--- config.mk ---
export PLATFORM = sky130hd
export DESIGN_NAME = axis_frame_generator
export DESIGN_NICKNAME = d
export VERILOG_FILES = /design/src/rtl/axis_frame_generator.sv
export SDC_FILE = /design/constraint.sdc
export NUM_CORES = 1
export LEC_CHECK = 0
export ABC_CLOCK_PERIOD_IN_PS = 4800
export CAP_MARGIN = 20
export CELL_PAD_IN_SITES_DETAIL_PLACEMENT = 1
export CELL_PAD_IN_SITES_GLOBAL_PLACEMENT = 1
export CORE_ASPECT_RATIO = 1.2
export CORE_MARGIN = 2
export CORE_UTILIZATION = 35
export CTS_CLUSTER_DIAMETER = 30
export DETAILED_ROUTE_END_ITERATION = 6
export GPL_ROUTABILITY_DRIVEN = 1
export PLACE_DENSITY_LB_ADDON = 0.1
export SYNTH_ARGS = -nofsm -noshare
export SYNTH_HDL_FRONTEND = slang
export SYNTH_SLANG_ARGS = --single-unit
--- constraint.sdc ---
create_clock -name m01_axis_aclk -period 4.8 [get_ports m01_axis_aclk]
set_input_delay 0.72 -clock m01_axis_aclk [delete_from_list [all_inputs] [get_ports m01_axis_aclk]]
set_output_delay 0.72 -clock m01_axis_aclk [all_outputs]
set_load 0.01 [all_outputs]
--- src/rtl/axis_frame_generator.sv ---
// axis_frame_generator: AXI-Stream frame source with an optional loop-back checker.
// The TX side emits frames of frame_len beats whose data counts up from seed.
// Define AXIS_FRAME_CHECKER_EN to build the RX checker. Without it, err_count and
// rx_done are tied to zero, s01 inputs are ignored and s01_axis_tready only
// follows reset.
module axis_frame_generator #(
    parameter int DATA_WIDTH = 32,
    parameter int LEN_WIDTH  = 12
) (
    input  logic                      m01_axis_aclk,
    input  logic                      m01_axis_areset,
    input  logic                      start,
    input  logic [LEN_WIDTH-1:0]      frame_len,
    input  logic [DATA_WIDTH-1:0]     seed,
    output logic [DATA_WIDTH-1:0]     m01_axis_tdata,
    output logic [DATA_WIDTH/8-1:0]   m01_axis_tstrb,
    output logic                      m01_axis_tvalid,
    output logic                      m01_axis_tlast,
    input  logic                      m01_axis_tready,
    input  logic [DATA_WIDTH-1:0]     s01_axis_tdata,
    input  logic                      s01_axis_tvalid,
    input  logic                      s01_axis_tlast,
    output logic                      s01_axis_tready,
    output logic                      busy,
    output logic                      tx_done,
    output logic                      rx_done,
    output logic [15:0]               err_count
);

    typedef enum logic [0:0] {
        IDLE = 1'b0,
        SEND = 1'b1
    } tx_state_t;

    tx_state_t             state;
    tx_state_t             state_next;

    logic [LEN_WIDTH-1:0]  beat_idx;
    logic [LEN_WIDTH-1:0]  len_latched;
    logic [DATA_WIDTH-1:0] seed_latched;
    logic                  start_accept;
    logic                  beat_advance;
    logic                  last_handshake;
    logic                  beat_is_last;
    logic                  tx_done_q;

    assign beat_is_last = (beat_idx == (len_latched - LEN_WIDTH'(1)));

    // TX state register
    always_ff @(posedge m01_axis_aclk) begin
        if (m01_axis_areset) begin
            state <= IDLE;
        end else begin
            state <= state_next;
        end
    end

    // TX next-state decode and stream outputs; outputs stay stable during a stall
    // because they depend only on registered frame context
    always_comb begin
        state_next      = state;
        start_accept    = 1'b0;
        beat_advance    = 1'b0;
        last_handshake  = 1'b0;
        m01_axis_tvalid = 1'b0;
        m01_axis_tlast  = 1'b0;
        m01_axis_tdata  = '0;
        m01_axis_tstrb  = '0;
        busy            = 1'b0;
        case (state)
            IDLE: begin
                if (start && (frame_len != '0)) begin
                    state_next   = SEND;
                    start_accept = 1'b1;
                end
            end
            SEND: begin
                busy            = 1'b1;
                m01_axis_tvalid = 1'b1;
                m01_axis_tstrb  = '1;
                m01_axis_tdata  = seed_latched + DATA_WIDTH'(beat_idx);
                m01_axis_tlast  = beat_is_last;
                if (m01_axis_tready) begin
                    beat_advance = 1'b1;
                    if (beat_is_last) begin
                        state_next     = IDLE;
                        last_handshake = 1'b1;
                    end
                end
            end
            default: begin
                state_next = IDLE;
            end
        endcase
    end

    // Frame context latch, beat counter and tx_done pulse
    always_ff @(posedge m01_axis_aclk) begin
        if (m01_axis_areset) begin
            beat_idx     <= '0;
            len_latched  <= '0;
            seed_latched <= '0;
            tx_done_q    <= 1'b0;
        end else begin
            tx_done_q <= last_handshake;
            if (start_accept) begin
                len_latched  <= frame_len;
                seed_latched <= seed;
                beat_idx     <= '0;
            end else if (beat_advance) begin
                beat_idx <= beat_idx + LEN_WIDTH'(1);
            end
        end
    end

    assign tx_done = tx_done_q;

    // The receiver never back-pressures; it is only held off while in reset.
    assign s01_axis_tready = ~m01_axis_areset;

`ifdef AXIS_FRAME_CHECKER_EN
    logic [LEN_WIDTH-1:0]  rx_idx;
    logic [15:0]           err_q;
    logic                  rx_done_q;
    logic                  rx_handshake;
    logic                  rx_data_err;
    logic                  rx_last_err;
    logic [DATA_WIDTH-1:0] rx_expect;

    // RX expectation: data counts from the latched seed, tlast on the final index
    always_comb begin
        rx_handshake = s01_axis_tvalid && s01_axis_tready;
        rx_expect    = seed_latched + DATA_WIDTH'(rx_idx);
        rx_data_err  = (s01_axis_tdata != rx_expect);
        rx_last_err  = (s01_axis_tlast != (rx_idx == (len_latched - LEN_WIDTH'(1))));
    end

    // RX index tracking, saturating error counter and rx_done pulse
    always_ff @(posedge m01_axis_aclk) begin
        if (m01_axis_areset) begin
            rx_idx    <= '0;
            err_q     <= '0;
            rx_done_q <= 1'b0;
        end else begin
            rx_done_q <= rx_handshake && s01_axis_tlast;
            if (rx_handshake && (rx_data_err || rx_last_err) && (err_q != 16'hFFFF)) begin
                err_q <= err_q + 16'd1;
            end
            if (start_accept) begin
                rx_idx <= '0;
            end else if (rx_handshake) begin
                rx_idx <= s01_axis_tlast ? '0 : rx_idx + LEN_WIDTH'(1);
            end
        end
    end

    assign err_count = err_q;
    assign rx_done   = rx_done_q;
`else
    logic unused_rx;
    assign unused_rx = ^{s01_axis_tdata, s01_axis_tvalid, s01_axis_tlast};
    assign err_count = '0;
    assign rx_done   = 1'b0;
`endif

endmodule

==> impl_results.md <==
- Clock latency on the worst-skew pair: roughly 0.33 ns
- Final WL: 12.3 mm
- Worst slew pin tran: between 0.7 and 0.8 ns
- Fin area: between 0.005 and 0.006 mm^2
- Tmin final: between 4 and 5 ns
- Share of cells above drive strength 1: around 6.4%
- Hold Violations, Final: 0
- Hold depth: 2
- Drt initial violations: 82
- RSZ-0062 raised after global routing: no
- Top_reg_cell synth: dfxtp_1
- Number of CTS-inserted buffers: 9
- Postcts setup bufs: 0
- CTS root buf: clkbuf_16
- Wire per inst: roughly 16 um
- Hold-fix buffers, CTS: 0
- Vias: between 3000 and 4000
- Fmax: ~240 MHz
- Type of element capturing the critical path: output pin
- Total Power: approximately 1.4 mW
- Post-synth EDFFs: 0
- Pwr dens: between 200 and 300 mW/mm^2
- Placed cell areas: approximately 0.005 mm^2
- Critical path class: reg2out
- Fill cells: about 1400
- Flops & latches, synth: 58
- Critical Path Fanout Max: 6
- Die area: between 0.01 and 0.015 mm^2
- Worst slew margin: a little under half
- Final ANT Viol Nets: 0
- Post-synthesis average cell area: between 7 and 8 um^2
- Worst hold path type: reg2reg
- Clock Sinks: 58
- Cells after Synth: approximately 540
- Global route overflow: 0
- Final HPWL DP: approximately 9.2 mm
- Gr usage total: about a fifth
- Diodes inserted: 0
- Initial Utilization: 36.0%
- Outcome: complete, no violations
- Clock Pin Slew Worst Setup and Hold Paths: ~0.05 ns
- Worst Path Arrival: 3.52 ns
- Std cell rows: 42
- Clock Path Buffers: 2
- Final period utilization: about 88%
- Worst EP required: ~4.1 ns
- Final Max Tran Viols: 0
- Startpoint types: register
- DR vias/cell: 5.13
- DIE HEIGHT: approximately 120 um
- Synthesis Warnings: 0
- Unique masters post-synth: 63
- Largest net degree at the start of global routing: 48
- Reg2reg path depth: 7
- Die width: around 100 um
- Final setup viols: 0
- Initial antenna violation count: 0
- First-pass detailed-route iteration total: 4
- Number of global-route vias before repair: about 4200
- Peak VDD IR: between 0.1 and 0.15 mV
- Register area share after synthesis: a little under 30%
- DRC: 0
- Max-Cap Viols: 0
- Netlist Area Pre-Place: around 0.004 mm^2
- Final TNS setup: 0 ns
- Clk_skew: around 0.0038 ns
- Syn-to-layout area delta: 30.4%
- CTS tree: yes
- IO buf count: between 80 and 90
- # IOs: 140
- Fraction of registers with async set/reset: 0%
- Fin nets: 714
- H-tree levels: 3
- First-pass GRT wire length: between 20 and 25 mm
- GP Congestion: roughly 0.77
- LEAKAGE: around 1.9 nW
- Core ar.: between 0.01 and 0.015 mm^2
- Gates resized, CTS repair: 0
-- final cells by class --
cell class              count  area (um^2)  area share, %
clock buffers              10          239           4.59
clock inverters             6         80.1           1.54
flip-flops and latches     58         1160           22.3
multi-input cells         444         2570           49.3
inverters                  10         37.5          0.721
well taps                 154          193           3.70
repair buffers             94          926           17.8
-- layout by cell type (no fill, tap or decap), drive strengths merged, types with 3 or more instances in the layout --
cell / netlist / final
a21o: 4 / 4
and2: 4 / 4
conb: 1 / 17
dfxtp: 58 / 58
o41ai: 4 / 4
inv: 10 / 10
o21ai: 18 / 18
nor2: 41 / 41
mux2i: 10 / 10
nand4: 11 / 11
buf: 29 / 6
clkbuf: 19 / 10
a21oi: 65 / 65
nand3b: 4 / 4
nor3: 12 / 12
o2111ai: 3 / 3
or3: 8 / 8
xor2: 16 / 16
and4: 3 / 3
nand2b: 13 / 13
ha: 14 / 14
and3: 5 / 5
o21a: 4 / 4
xnor2: 16 / 16
o31ai: 5 / 5
nand3: 17 / 17
nand2: 122 / 122
clkdlybuf4s50: 0 / 88
nor4: 4 / 4
clkinv: 0 / 4
-- logic make-up after synthesis --
family	Yosys count	share of synthesized area (%)
simple gates	251	29.7
other cells	1	0.0940
buf+inv	58	8.15
flops	58	29.1
mux	10	2.51
xor+xnor	32	7.02
fa+ha+maj	15	4.89
compound gates	119	18.5
-- worst paths after layout --
| kind | startpoint | endpoint | slack, ns |
|---|---|---|---|
| worst max-delay path | beat_idx[0] | m01_axis_tdata[22] | 0.56 |
| worst min-delay path | seed_latched[0] | seed_latched[0] | 0.47 |
| worst max register to register | state | state | 2.38 |
| worst min register to register | seed_latched[0] | seed_latched[0] | 0.47 |
-- metal layers --
metal  part of all wire (%)  wire length (um)  vias up  GRT usage, %
li1                       -                 -     1989             -
met1                     42              5100     1903          24.0
met5                      0                 0        -             0
met2                     53              6520       74          38.6
met3                    3.0               374       13          3.23
met4                    2.3               276        0          8.11
-- synth_stat cells, types with 4 or more instances --
cell type  instances  area (um^2)
o31ai_1            4         30.0
dfxtp_1           58         1160
nand4_1           10         62.6
nand2b_1          13         81.3
and2_1             4         25.0
o21ai_0           14         70.1
nor4_1             4         25.0
clkbuf_1          18         67.6
buf_4             22          165
nand2_1          121          454
inv_1             10         37.5
nor2_1            38          143
xnor2_1           16          140
nor3_1            11         55.1
xor2_1            16          140
nand3_1           17         85.1
nand3b_1           4         30.0
a21oi_1           64          320
mux2i_1           10          100
buf_2              4         20.0
and3_1             5         31.3
a21o_1             4         30.0
or3_1              8         50.1
ha_1              14          175
-- metrics by stage --
stage,hold WS (ns),worst slack [ns],std cells,utilization [%]
final,0.467,0.558,776,46.9
after global routing,0.490,0.357,776,46.9
after CTS,0.467,0.492,776,46.9
after detailed placement,0.455,0.846,760,44.1
after global placement,0.451,0.875,760,44.1
after floorplan,0.440,1.74,560,-
-- state kept, by name, indices dropped and copies added, names as in the netlist --
register	count
beat_idx	12
len_latched	12
seed_latched	32
state	1
tx_done	1
-- worst max-delay path, stage by stage, from the launching register on --
cell	delay, ns
dfxtp_1	0.43
ha_1	0.21
inv_1	0.06
fa_1	0.37
and2b_1	0.26
o2111ai_1	0.17
a21oi_2	0.25
nor2_2	0.12
o41ai_1	0.49
mux2i_1	0.27
clkdlybuf4s50_1	0.58
-- power by group --
group | internal (mW) | switching, mW | total [mW]
Clock | 0.464 | 0.232 | 0.696
Combinational | 0.106 | 0.116 | 0.222
Sequential | 0.504 | 0.0265 | 0.530
No activity file was read; power rests on OpenSTA's default activity.
